===== config.mk =====
export PLATFORM = sky130hd
export DESIGN_NAME = ex_stage_mc_flat
export DESIGN_NICKNAME = d
export VERILOG_FILES = /design/src/rtl/ex_stage_mc_if.sv /design/src/rtl/ex_stage_mc.sv /design/src/flat_wrapper.sv
export SDC_FILE = /design/constraint.sdc
export NUM_CORES = 2
export LEC_CHECK = 0
export CORE_ASPECT_RATIO = 0.8
export CORE_MARGIN = 2
export CORE_UTILIZATION = 40
export DETAILED_ROUTE_END_ITERATION = 10
export MAX_ROUTING_LAYER = met4
export SYNTH_ARGS = -nofsm -noshare
export SYNTH_HDL_FRONTEND = slang
export SYNTH_SLANG_ARGS = --single-unit

===== constraint.sdc =====
create_clock -name clk_i -period 13.95 [get_ports clk_i]
set_clock_uncertainty 0.05 [all_clocks]
set_input_delay 2.79 -clock clk_i [delete_from_list [all_inputs] [get_ports clk_i]]
set_output_delay 2.79 -clock clk_i [all_outputs]
set_load 0.05 [all_outputs]

===== src/rtl/ex_stage_mc_if.sv =====
// ex_stage_mc_if
//   Bundles every non-clock/reset signal of the execute stage.
//   master : decode/forwarding side (drives id_*, *_fwd, flush, out_ready)
//   slave  : the execute stage itself (drives in_ready, ex_*, out_valid, busy)
//   Upstream   : in_valid/in_ready, id_func, id_ctrl, id_pc_seq, id_a, id_b,
//                id_read2, id_dest, id_fwd_a, id_fwd_b
//   Forwarding : mem_fwd, wb_fwd (sampled live while the op sits in EX)
//   Control    : flush
//   Downstream : out_valid/out_ready, ex_ctrl, ex_pc_seq, ex_read2,
//                ex_result, ex_dest
//   Status     : busy (multiplier running)
interface ex_stage_mc_if #(
  parameter int W  = 32,
  parameter int RW = 5,
  parameter int CW = 8
);
  logic          in_valid;
  logic          in_ready;
  logic [5:0]    id_func;
  logic [CW-1:0] id_ctrl;
  logic [W-1:0]  id_pc_seq;
  logic [W-1:0]  id_a;
  logic [W-1:0]  id_b;
  logic [W-1:0]  id_read2;
  logic [RW-1:0] id_dest;
  logic [1:0]    id_fwd_a;
  logic [1:0]    id_fwd_b;
  logic [W-1:0]  mem_fwd;
  logic [W-1:0]  wb_fwd;
  logic          flush;
  logic          out_valid;
  logic          out_ready;
  logic [CW-1:0] ex_ctrl;
  logic [W-1:0]  ex_pc_seq;
  logic [W-1:0]  ex_read2;
  logic [W-1:0]  ex_result;
  logic [RW-1:0] ex_dest;
  logic          busy;

  modport master (
    output in_valid, id_func, id_ctrl, id_pc_seq, id_a, id_b, id_read2,
           id_dest, id_fwd_a, id_fwd_b, mem_fwd, wb_fwd, flush, out_ready,
    input  in_ready, out_valid, ex_ctrl, ex_pc_seq, ex_read2, ex_result,
           ex_dest, busy
  );

  modport slave (
    input  in_valid, id_func, id_ctrl, id_pc_seq, id_a, id_b, id_read2,
           id_dest, id_fwd_a, id_fwd_b, mem_fwd, wb_fwd, flush, out_ready,
    output in_ready, out_valid, ex_ctrl, ex_pc_seq, ex_read2, ex_result,
           ex_dest, busy
  );
endinterface


===== src/rtl/ex_stage_mc.sv =====
// ex_stage_mc
//   Execute stage: ID/EX holding register with valid/ready handshake,
//   MEM/WB operand forwarding, flush, single-cycle MIPS ALU ops and an
//   iterative shift-add multiplier (MULT/MULTU) writing HI/LO.
//   clk_i : clock
//   rst_i : asynchronous, active-high reset
//   bus   : ex_stage_mc_if.slave (handshakes, operands, results, busy)
module ex_stage_mc #(
  parameter int         W        = 32,
  parameter int         RW       = 5,
  parameter int         CW       = 8,
  parameter logic [7:0] CTRL_RST = 8'h31
) (
  input  logic          clk_i,
  input  logic          rst_i,
  ex_stage_mc_if.slave  bus
);
  typedef enum logic [1:0] {S_IDLE, S_LOAD, S_MUL} state_e;

  localparam logic [5:0]    F_MFHI      = 6'h10;
  localparam logic [5:0]    F_MFLO      = 6'h12;
  localparam logic [5:0]    F_MULT      = 6'h18;
  localparam logic [5:0]    F_MULTU     = 6'h19;
  localparam int            CNTW        = $clog2(W);
  localparam logic [CW-1:0] CTRL_BUBBLE = CW'(CTRL_RST);

  // 32-bit MIPS ALU; unknown function codes yield zero.
  function automatic logic [31:0] alu32(input logic [5:0] f,
                                        input logic [31:0] a,
                                        input logic [31:0] b);
    case (f)
      6'h20, 6'h21: return a + b;
      6'h22, 6'h23: return a - b;
      6'h24:        return a & b;
      6'h25:        return a | b;
      6'h26:        return a ^ b;
      6'h27:        return ~(a | b);
      6'h2a:        return {31'b0, $signed(a) < $signed(b)};
      6'h2b:        return {31'b0, a < b};
      6'h04:        return b << a[4:0];
      6'h06:        return b >> a[4:0];
      6'h07:        return $signed(b) >>> a[4:0];
      default:      return 32'b0;
    endcase
  endfunction

  state_e          state_q, state_d;
  logic            v_q;
  logic [5:0]      func_q;
  logic [CW-1:0]   ctrl_q;
  logic [W-1:0]    pc_q, a_q, b_q, read2_q;
  logic [RW-1:0]   dest_q;
  logic [1:0]      fa_q, fb_q;
  logic [W-1:0]    hi_q, lo_q;
  logic [2*W-1:0]  mcand_q, acc_q;
  logic [W-1:0]    mplier_q;
  logic            neg_q;
  logic [CNTW-1:0] cnt_q;

  logic [W-1:0]    op_a, op_b, mag_a, mag_b, alu_res;
  logic [2*W-1:0]  acc_sum, prod;
  logic            is_mul, prod_neg, capture, mul_last;

  // Forwarded operands are resolved every cycle so a stalled op sees the
  // current MEM/WB values (upstream keeps them valid while stalled).
  always_comb begin
    case (fa_q)
      2'b01:   op_a = bus.mem_fwd;
      2'b10:   op_a = bus.wb_fwd;
      default: op_a = a_q;
    endcase
    case (fb_q)
      2'b01:   op_b = bus.mem_fwd;
      2'b10:   op_b = bus.wb_fwd;
      default: op_b = b_q;
    endcase
  end

  assign is_mul   = (func_q == F_MULT) || (func_q == F_MULTU);
  assign alu_res  = W'(alu32(func_q, 32'(op_a), 32'(op_b)));
  // Signed multiply runs on magnitudes; the sign is reapplied at the end.
  assign mag_a    = (func_q == F_MULT && op_a[W-1]) ? -op_a : op_a;
  assign mag_b    = (func_q == F_MULT && op_b[W-1]) ? -op_b : op_b;
  assign prod_neg = (func_q == F_MULT) && (op_a[W-1] ^ op_b[W-1]);
  assign acc_sum  = acc_q + (mplier_q[0] ? mcand_q : '0);
  assign prod     = neg_q ? -acc_sum : acc_sum;
  assign mul_last = (cnt_q == CNTW'(W - 1));

  assign bus.in_ready  = (state_q == S_IDLE) && (!v_q || bus.out_ready);
  assign bus.out_valid = v_q && (state_q == S_IDLE);
  assign bus.busy      = (state_q != S_IDLE);
  assign capture       = bus.in_valid && bus.in_ready && !bus.flush;

  always_comb begin
    state_d = state_q;
    case (state_q)
      S_IDLE: if (capture && (bus.id_func == F_MULT || bus.id_func == F_MULTU))
                state_d = S_LOAD;
      S_LOAD: state_d = S_MUL;
      S_MUL:  if (mul_last) state_d = S_IDLE;
      default: state_d = S_IDLE;
    endcase
    if (bus.flush) state_d = S_IDLE;
  end

  always_ff @(posedge clk_i or posedge rst_i) begin
    if (rst_i) begin
      state_q  <= S_IDLE;
      v_q      <= 1'b0;
      func_q   <= '0;
      ctrl_q   <= '0;
      pc_q     <= '0;
      a_q      <= '0;
      b_q      <= '0;
      read2_q  <= '0;
      dest_q   <= '0;
      fa_q     <= '0;
      fb_q     <= '0;
      hi_q     <= '0;
      lo_q     <= '0;
      mcand_q  <= '0;
      acc_q    <= '0;
      mplier_q <= '0;
      neg_q    <= 1'b0;
      cnt_q    <= '0;
    end else begin
      state_q <= state_d;
      if (bus.flush) begin
        v_q <= 1'b0;
      end else if (capture) begin
        v_q     <= 1'b1;
        func_q  <= bus.id_func;
        ctrl_q  <= bus.id_ctrl;
        pc_q    <= bus.id_pc_seq;
        a_q     <= bus.id_a;
        b_q     <= bus.id_b;
        read2_q <= bus.id_read2;
        dest_q  <= bus.id_dest;
        fa_q    <= bus.id_fwd_a;
        fb_q    <= bus.id_fwd_b;
      end else if (bus.out_valid && bus.out_ready) begin
        v_q <= 1'b0;
      end

      // A flushed multiply must leave HI/LO untouched.
      if (!bus.flush) begin
        case (state_q)
          S_LOAD: begin
            mcand_q  <= {{W{1'b0}}, mag_a};
            mplier_q <= mag_b;
            acc_q    <= '0;
            neg_q    <= prod_neg;
            cnt_q    <= '0;
          end
          S_MUL: begin
            acc_q    <= acc_sum;
            mcand_q  <= mcand_q << 1;
            mplier_q <= mplier_q >> 1;
            cnt_q    <= cnt_q + 1'b1;
            if (mul_last) begin
              hi_q <= prod[2*W-1:W];
              lo_q <= prod[W-1:0];
            end
          end
          default: ;
        endcase
      end
    end
  end

  always_comb begin
    bus.ex_result = '0;
    if (v_q) begin
      case (func_q)
        F_MFHI:           bus.ex_result = hi_q;
        F_MFLO:           bus.ex_result = lo_q;
        F_MULT, F_MULTU:  bus.ex_result = '0;
        default:          bus.ex_result = alu_res;
      endcase
    end
  end

  // Multiplies never write a GPR, so they leave with dest 0.
  assign bus.ex_dest   = (v_q && !is_mul) ? dest_q : '0;
  assign bus.ex_ctrl   = v_q ? ctrl_q : CTRL_BUBBLE;
  assign bus.ex_pc_seq = v_q ? pc_q : '0;
  assign bus.ex_read2  = v_q ? read2_q : '0;
endmodule


===== src/flat_wrapper.sv =====
// flat-port wrapper written by rule: the top's interface ports become plain ports
module ex_stage_mc_flat 
#(
  parameter int         W        = 32,
  parameter int         RW       = 5,
  parameter int         CW       = 8,
  parameter logic [7:0] CTRL_RST = 8'h31
)
  (clk_i, rst_i, bus_in_valid, bus_id_func, bus_id_ctrl, bus_id_pc_seq, bus_id_a, bus_id_b, bus_id_read2, bus_id_dest, bus_id_fwd_a, bus_id_fwd_b, bus_mem_fwd, bus_wb_fwd, bus_flush, bus_out_ready, bus_in_ready, bus_out_valid, bus_ex_ctrl, bus_ex_pc_seq, bus_ex_read2, bus_ex_result, bus_ex_dest, bus_busy);
  ex_stage_mc_if #(.W(W), .RW(RW), .CW(CW)) bus_i ();
  input  logic clk_i;
  input  logic rst_i;
  input wire logic [$bits(bus_i.in_valid)-1:0] bus_in_valid;
  input wire logic [$bits(bus_i.id_func)-1:0] bus_id_func;
  input wire logic [$bits(bus_i.id_ctrl)-1:0] bus_id_ctrl;
  input wire logic [$bits(bus_i.id_pc_seq)-1:0] bus_id_pc_seq;
  input wire logic [$bits(bus_i.id_a)-1:0] bus_id_a;
  input wire logic [$bits(bus_i.id_b)-1:0] bus_id_b;
  input wire logic [$bits(bus_i.id_read2)-1:0] bus_id_read2;
  input wire logic [$bits(bus_i.id_dest)-1:0] bus_id_dest;
  input wire logic [$bits(bus_i.id_fwd_a)-1:0] bus_id_fwd_a;
  input wire logic [$bits(bus_i.id_fwd_b)-1:0] bus_id_fwd_b;
  input wire logic [$bits(bus_i.mem_fwd)-1:0] bus_mem_fwd;
  input wire logic [$bits(bus_i.wb_fwd)-1:0] bus_wb_fwd;
  input wire logic [$bits(bus_i.flush)-1:0] bus_flush;
  input wire logic [$bits(bus_i.out_ready)-1:0] bus_out_ready;
  output wire logic [$bits(bus_i.in_ready)-1:0] bus_in_ready;
  output wire logic [$bits(bus_i.out_valid)-1:0] bus_out_valid;
  output wire logic [$bits(bus_i.ex_ctrl)-1:0] bus_ex_ctrl;
  output wire logic [$bits(bus_i.ex_pc_seq)-1:0] bus_ex_pc_seq;
  output wire logic [$bits(bus_i.ex_read2)-1:0] bus_ex_read2;
  output wire logic [$bits(bus_i.ex_result)-1:0] bus_ex_result;
  output wire logic [$bits(bus_i.ex_dest)-1:0] bus_ex_dest;
  output wire logic [$bits(bus_i.busy)-1:0] bus_busy;
  assign bus_i.in_valid = bus_in_valid;
  assign bus_i.id_func = bus_id_func;
  assign bus_i.id_ctrl = bus_id_ctrl;
  assign bus_i.id_pc_seq = bus_id_pc_seq;
  assign bus_i.id_a = bus_id_a;
  assign bus_i.id_b = bus_id_b;
  assign bus_i.id_read2 = bus_id_read2;
  assign bus_i.id_dest = bus_id_dest;
  assign bus_i.id_fwd_a = bus_id_fwd_a;
  assign bus_i.id_fwd_b = bus_id_fwd_b;
  assign bus_i.mem_fwd = bus_mem_fwd;
  assign bus_i.wb_fwd = bus_wb_fwd;
  assign bus_i.flush = bus_flush;
  assign bus_i.out_ready = bus_out_ready;
  assign bus_in_ready = bus_i.in_ready;
  assign bus_out_valid = bus_i.out_valid;
  assign bus_ex_ctrl = bus_i.ex_ctrl;
  assign bus_ex_pc_seq = bus_i.ex_pc_seq;
  assign bus_ex_read2 = bus_i.ex_read2;
  assign bus_ex_result = bus_i.ex_result;
  assign bus_ex_dest = bus_i.ex_dest;
  assign bus_busy = bus_i.busy;
  ex_stage_mc #(.W(W), .RW(RW), .CW(CW), .CTRL_RST(CTRL_RST)) u_core (.clk_i(clk_i), .rst_i(rst_i), .bus(bus_i));
endmodule

# After elaboration in Yosys (flattened, before gate mapping)
# Cells that the tools add are included.
[op_classes]
addsub = 7
magnitude_cmp = 2
eq_ne = 28
n_shift = 3
n_mux = 24
n_bitwise = 6
n_reduce_logical = 28
[op_table]
columns = ["operator", "count"]
rows = [
  ["one-hot mux 32 bit (11 select lines)", 1],
  ["one-hot mux 64 bit (2 select lines)", 2],
  ["one-hot mux 32 bit (2 select lines)", 3],
  ["two-way mux 32 bit", 5],
  ["two-way mux 64 bit", 2],
  ["one-hot mux 32 bit (3 select lines)", 1],
  ["adder 64 bit", 1],
  ["< comparator 32 bit", 2],
  ["negation 32 bit", 2],
  ["negation 64 bit", 1],
  ["equality test 6 bit (second input constant)", 10],
  ["equality test 6 x 5 -> 1 bit (second input constant)", 6],
  ["adder 32 bit", 1],
  ["bitwise AND 32 bit", 1],
  ["inverter 32 bit", 1],
  ["bitwise OR 32 bit", 1],
  ["<< shifter 32 x 5 -> 32 bit", 1],
  [">> shifter 32 x 5 -> 32 bit", 1],
  [">>> shifter 32 x 5 -> 32 bit", 1],
  ["subtractor 32 bit", 1],
  ["bitwise XOR 32 bit", 1],
  ["equality test 6 x 3 -> 1 bit (second input constant)", 3],
  ["logical AND 1 bit", 10],
  ["one-hot mux 5 bit (2 select lines)", 1],
  ["21 further kinds", 39],
]
[totals]
reg_bits = 384
inputBits = 220
output_inout_bits = 112
word_cells = 116

# Logic depth before layout (Yosys ltp)
[logic_depth]
ltp_word = 9
ltp_mapped = 24
mapped_depth_nobuf = 19

# Least setup slack after synthesis
# OpenSTA, ideal clock, no wires.
[synth_path]
kind = "input -> output"
startpoint = "input bus_wb_fwd[1]"
endpoint = "output bus_ex_result[31]"
arrival_ps = 8400
required_ps = 11110
path_slack_ps = 2710
cell_stages = 19
path_buffers = 4
path_cell_list = "a22oi_1 > o21a_1 > buf_1 > buf_1 > clkbuf_1 > buf_1 > ha_1 > o21bai_1 > a21oi_1 > o311ai_0 > o211ai_1 > a2111oi_0 > o32a_1 > a32oi_1 > o21ai_0 > a211oi_1 > mux2_2 > a21oi_1 > a221oi_1"
[synth_via]
elab_chain_len = 5
elab_cells_between_ends = 10
cone_classes = "2 x add/sub; 3 x shift; 5 x mux"
[synth_rtl]
columns = ["element", "line", "source"]
rows = [
  ["start: declaration", "flat_wrapper.sv:24", "input wire logic [$bits(bus_i.wb_fwd)-1:0] bus_wb_fwd;"],
  ["one-hot mux 32 bit (2 select lines) (on tied branches)", "ex_stage_mc.sv:67, ex_stage_mc.sv:72", ""],
  ["subtractor 32 bit (tied with other cells)", "ex_stage_mc.sv:33", "6'h22, 6'h23: return a - b;"],
  ["one-hot mux 32 bit (11 select lines) *", "ex_stage_mc.sv:31", "case (f)"],
  ["one-hot mux 32 bit (3 select lines) *", "ex_stage_mc.sv:174", "case (func_q)"],
  ["two-way mux 32 bit *", "ex_stage_mc.sv:173", "if (v_q) begin"],
  ["end: declaration", "flat_wrapper.sv:32", "output wire logic [$bits(bus_i.ex_result)-1:0] bus_ex_result;"],
]
# Every way passes the cells marked *; elsewhere a longest branch is shown, timed or not.

# Worst setup path in the final report
[layout_path]
startpoint = "input bus_wb_fwd[1]"
endpoint = "output bus_ex_result[29]"
# The elaborated chain is that of the path after synthesis.

==> impl_metrics.toml <==
[critical_path]
cp_cell_sequence = "clkdlybuf4s50_1 -> a22oi_1 -> o21ai_1 -> inv_1 -> ha_1 -> a21o_1 -> a21oi_1 -> o21ai_0 -> a31oi_1 -> o41ai_1 -> a21oi_1 -> o41ai_1 -> nand2b_1 -> nand2_1 -> xor2_1 -> a2111oi_0 -> a221oi_1 -> clkdlybuf4s50_1"
cp_num_buf_inv = 3
path_delay_family = "compound AO/OA/AOI/OAI gates"
crit_type = "in2out"
end_kind = "primary output"
timing.rr.start = "u_core.mplier_q[0]$_DFFE_PP0P_"
ff2ff_path_depth = 15
path_depth = 18
worstPathRequired_ns = 11.11
critPathLaunchType = "primary input"
cp_slowest_stage_delay_ns = 0.94
cp_slowest_cell = "clkdlybuf4s50_1"
cp.arrival_ns = 9.81
crit_start = "bus_wb_fwd[1]"
cp_max_fo = 8

[cts]
htree_levels = 2
clkSinkCount = 384
clkSlewWorstSetupHoldPaths_ns = 0.06
cts_root_buf = "clkbuf_16"
cts_tree = "done"
cts-hold-fix-buffers = 0
cts_resized = 0
cts_made_buffers = 45
post_cts_buffers = 0
cts_buffer_depth = 3
insertion_delay_ns = 0.64

[routing]
remaining_drc_errors = 0
drt-pass1-iter-count = 8
drtIter0Drc = 4262
wl_per_cell_um = 26.52
viasPerCell = 6.174
via_count = 33661
antenna_left = 0
routed_wl_um = 144600

[power_and_ir_drop]
power.density_nw_per_um2 = 152.7
power.share.sequential_pct = 21.4
comb_power_share_pct = 58.1
p_sw_share_pct = 49.85
irDropWorstVdd_mv = 0.1013
p_leak_uw = 0.01638
clkPwrFrac_pct = 20.5
power_switching_uw = 2957
p_int_uw = 2975

[placement]
place.gp.congestion = 1.063
io_buffers = 331
dp_hpwl_um = 112300

[synth]
ys_seq_area_share_pct = 28.94
synth_flop_cell = "dfrtp_1"
synth_area_per_cell_um2 = 8.002
synthArstFlopShare_pct = 100.0
synth_cell_type_count = 98
synth_warnings = 0
syn_area_um2 = 33200
synth-edff-count = 0
ys_ff_latch = 384
syn_inst = 4149
syn_nets = 4549

[hold_path]
hp-class = "reg2reg"
hold_start = "u_core.mplier_q[10]$_DFFE_PP0P_"
hold_path_depth = 2

[global_route]
grt_usage_pct = 33.89
antenna_found_initial = 8
grt_max_degree = 153
grt_pass1_vias = 31040
overflow = 0
grt_pass1_wl_um = 211600

[timing]
finalSetupViolations = 0
drv_slew = 0
rsz0062_at_grt = "false"
fin_crit_ns = 12.65
worst_slew_pin_slew_ns = 1.279
hold-worst-slack_ns = 0.4285
finalCritPeriodShare_pct = 90.68
fmax_mhz = 79.05
relSlewSlack_pct = 14.19
hold_violations = 0
fin_tns_setup_ns = 0

[floorplan]
pin_count = 332
core_area_um2 = 82210
start_util_pct = 40.38
num_rows = 94
dieArea_um2 = 85330
die_w_um = 326.1
die_h_um = 261.7

[layout]
layout.nets = 4707
area_delta_synth_final_pct = 17.02
layout_commonest_cell = "nand2_1"
drive_gt1_share_pct = 8.456
fillCellCount = 8182
layout_common_cells = "nand2_1, o21ai_0, dfrtp_1"

[flow_run]
cap_violations = 0

[outcome]
status = "finished clean"
[synthesized netlist by cell type, drive strengths merged (72+ instances only)]
cell | n | share of area [%]
xnor2 | 142 | 3.7
inv | 125 | 1.4
nand2 | 444 | 5.0
clkbuf | 248 | 2.9
nor2 | 340 | 3.8
mux2i | 97 | 2.9
a22oi | 88 | 2.0
dfrtp | 384 | 29
a21oi | 362 | 5.5
a22o | 72 | 1.9
and2 | 158 | 3.0
mux2 | 164 | 5.6
o21ai | 422 | 6.4
nand3 | 73 | 1.1
ha | 177 | 6.7
[final cells by class]
type	instances	area, um^2	area share (%)
Timing Repair Buffer	404	3886	10.00
Multi-Input combinational cell	3345	22010	56.64
Inverter	127	484.2	1.246
Antenna cell	8	20.02	0.05153
Sequential cell	384	9617	24.75
Clock buffer	63	1264	3.253
Clock inverter	17	192.7	0.4960
Tap cell	1104	1381	3.555
[through the flow]
| step | worst slack (ns) | instance area [um^2] | total power (uW) | util (%) | cells |
|---|---|---|---|---|---|
| floorplan | 0.4392 | 33200 | 3371 | - | 4149 |
| global placement | 1.709 | 37370 | 4592 | 45.46 | 5364 |
| detailed placement | 1.731 | 37370 | 4563 | 45.46 | 5364 |
| CTS | 1.663 | 38830 | 5802 | 47.23 | 5444 |
| global route | 1.100 | 38850 | 6185 | 47.26 | 5452 |
| finish | 1.300 | 38850 | 5933 | 47.26 | 5452 |
[routing by layer]
metal / global-route usage, % / part of all wire, % / up-vias
li1: - / - / 15386
met1: 49.68 / 47 / 16354
met2: 44.42 / 39 / 1753
met3: 10.86 / 12 / 168
met4: 7.386 / 2.2 / 0
met5: - / 0 / -
[worst register-to-register path, stage by stage (launching register included)]
cell and delay [ns]:
dfrtp_1 0.32, buf_4 0.49, and2_1 0.25, ha_1 0.32, a21oi_1 0.35, a211oi_1 0.16, o21ai_0 0.53, nand4_1 0.42
a31oi_1 0.34, xor2_1 0.57, o21ai_1 0.25, nor4b_1 0.88, nand3_1 0.44, nor4_1 0.75, mux2i_1 0.26, nand3_1 0.08
[power groups by stage]
stage          clock network, uW  logic (uW)  registers, uW
6_report                    1220        3450           1270
5_1_grt                     1280        3620           1280
4_1_cts                     1240        3290           1270
3_5_place_dp                   0        3270           1290
3_3_place_gp                   0        3310           1280
2_1_floorplan                  0        2110           1260
[state kept, by name, summed over array words and instances, names as in the netlist, 5 cells and up]
| name | count |
|---|---|
| u_core.hi_q | 32 |
| u_core.mcand_q | 64 |
| u_core.mplier_q | 32 |
| u_core.cnt_q | 5 |
| u_core.dest_q | 5 |
| u_core.pc_q | 32 |
| u_core.b_q | 32 |
| u_core.func_q | 6 |
| u_core.acc_q | 64 |
| u_core.a_q | 32 |
| u_core.read2_q | 32 |
| u_core.ctrl_q | 8 |
| u_core.lo_q | 32 |
[kinds of logic (layout without fill, tap and decap cells)]
group / count (synthesis) / in the layout / synth area share, %
AO/OA/AOI/OAI: 1419 / 1419 / 27.15
flip-flops: 384 / 384 / 28.94
XOR/XNOR: 202 / 202 / 5.329
buffers and inverters: 420 / 611 / 5.020
adder cells (fa/ha/maj): 180 / 180 / 6.852
AND/OR/NAND/NOR: 1282 / 1282 / 18.15
multiplexers: 262 / 262 / 8.555
other: 0 / 8 / 0
[worst paths after layout]
path                                                   end  slack, ns
min reg2reg                u_core.mplier_q[10]$_DFFE_PP0P_       0.43
min                        u_core.mplier_q[10]$_DFFE_PP0P_       0.43
min in group asynchronous       u_core.hi_q[8]$_DFFE_PP0P_       2.65
max                                      bus_ex_result[29]       1.30
max reg2reg                    u_core.hi_q[30]$_DFFE_PP0P_       7.38
max in group asynchronous     u_core.func_q[0]$_DFFE_PP0P_       9.09
No activity file was read; power rests on OpenSTA's default activity.
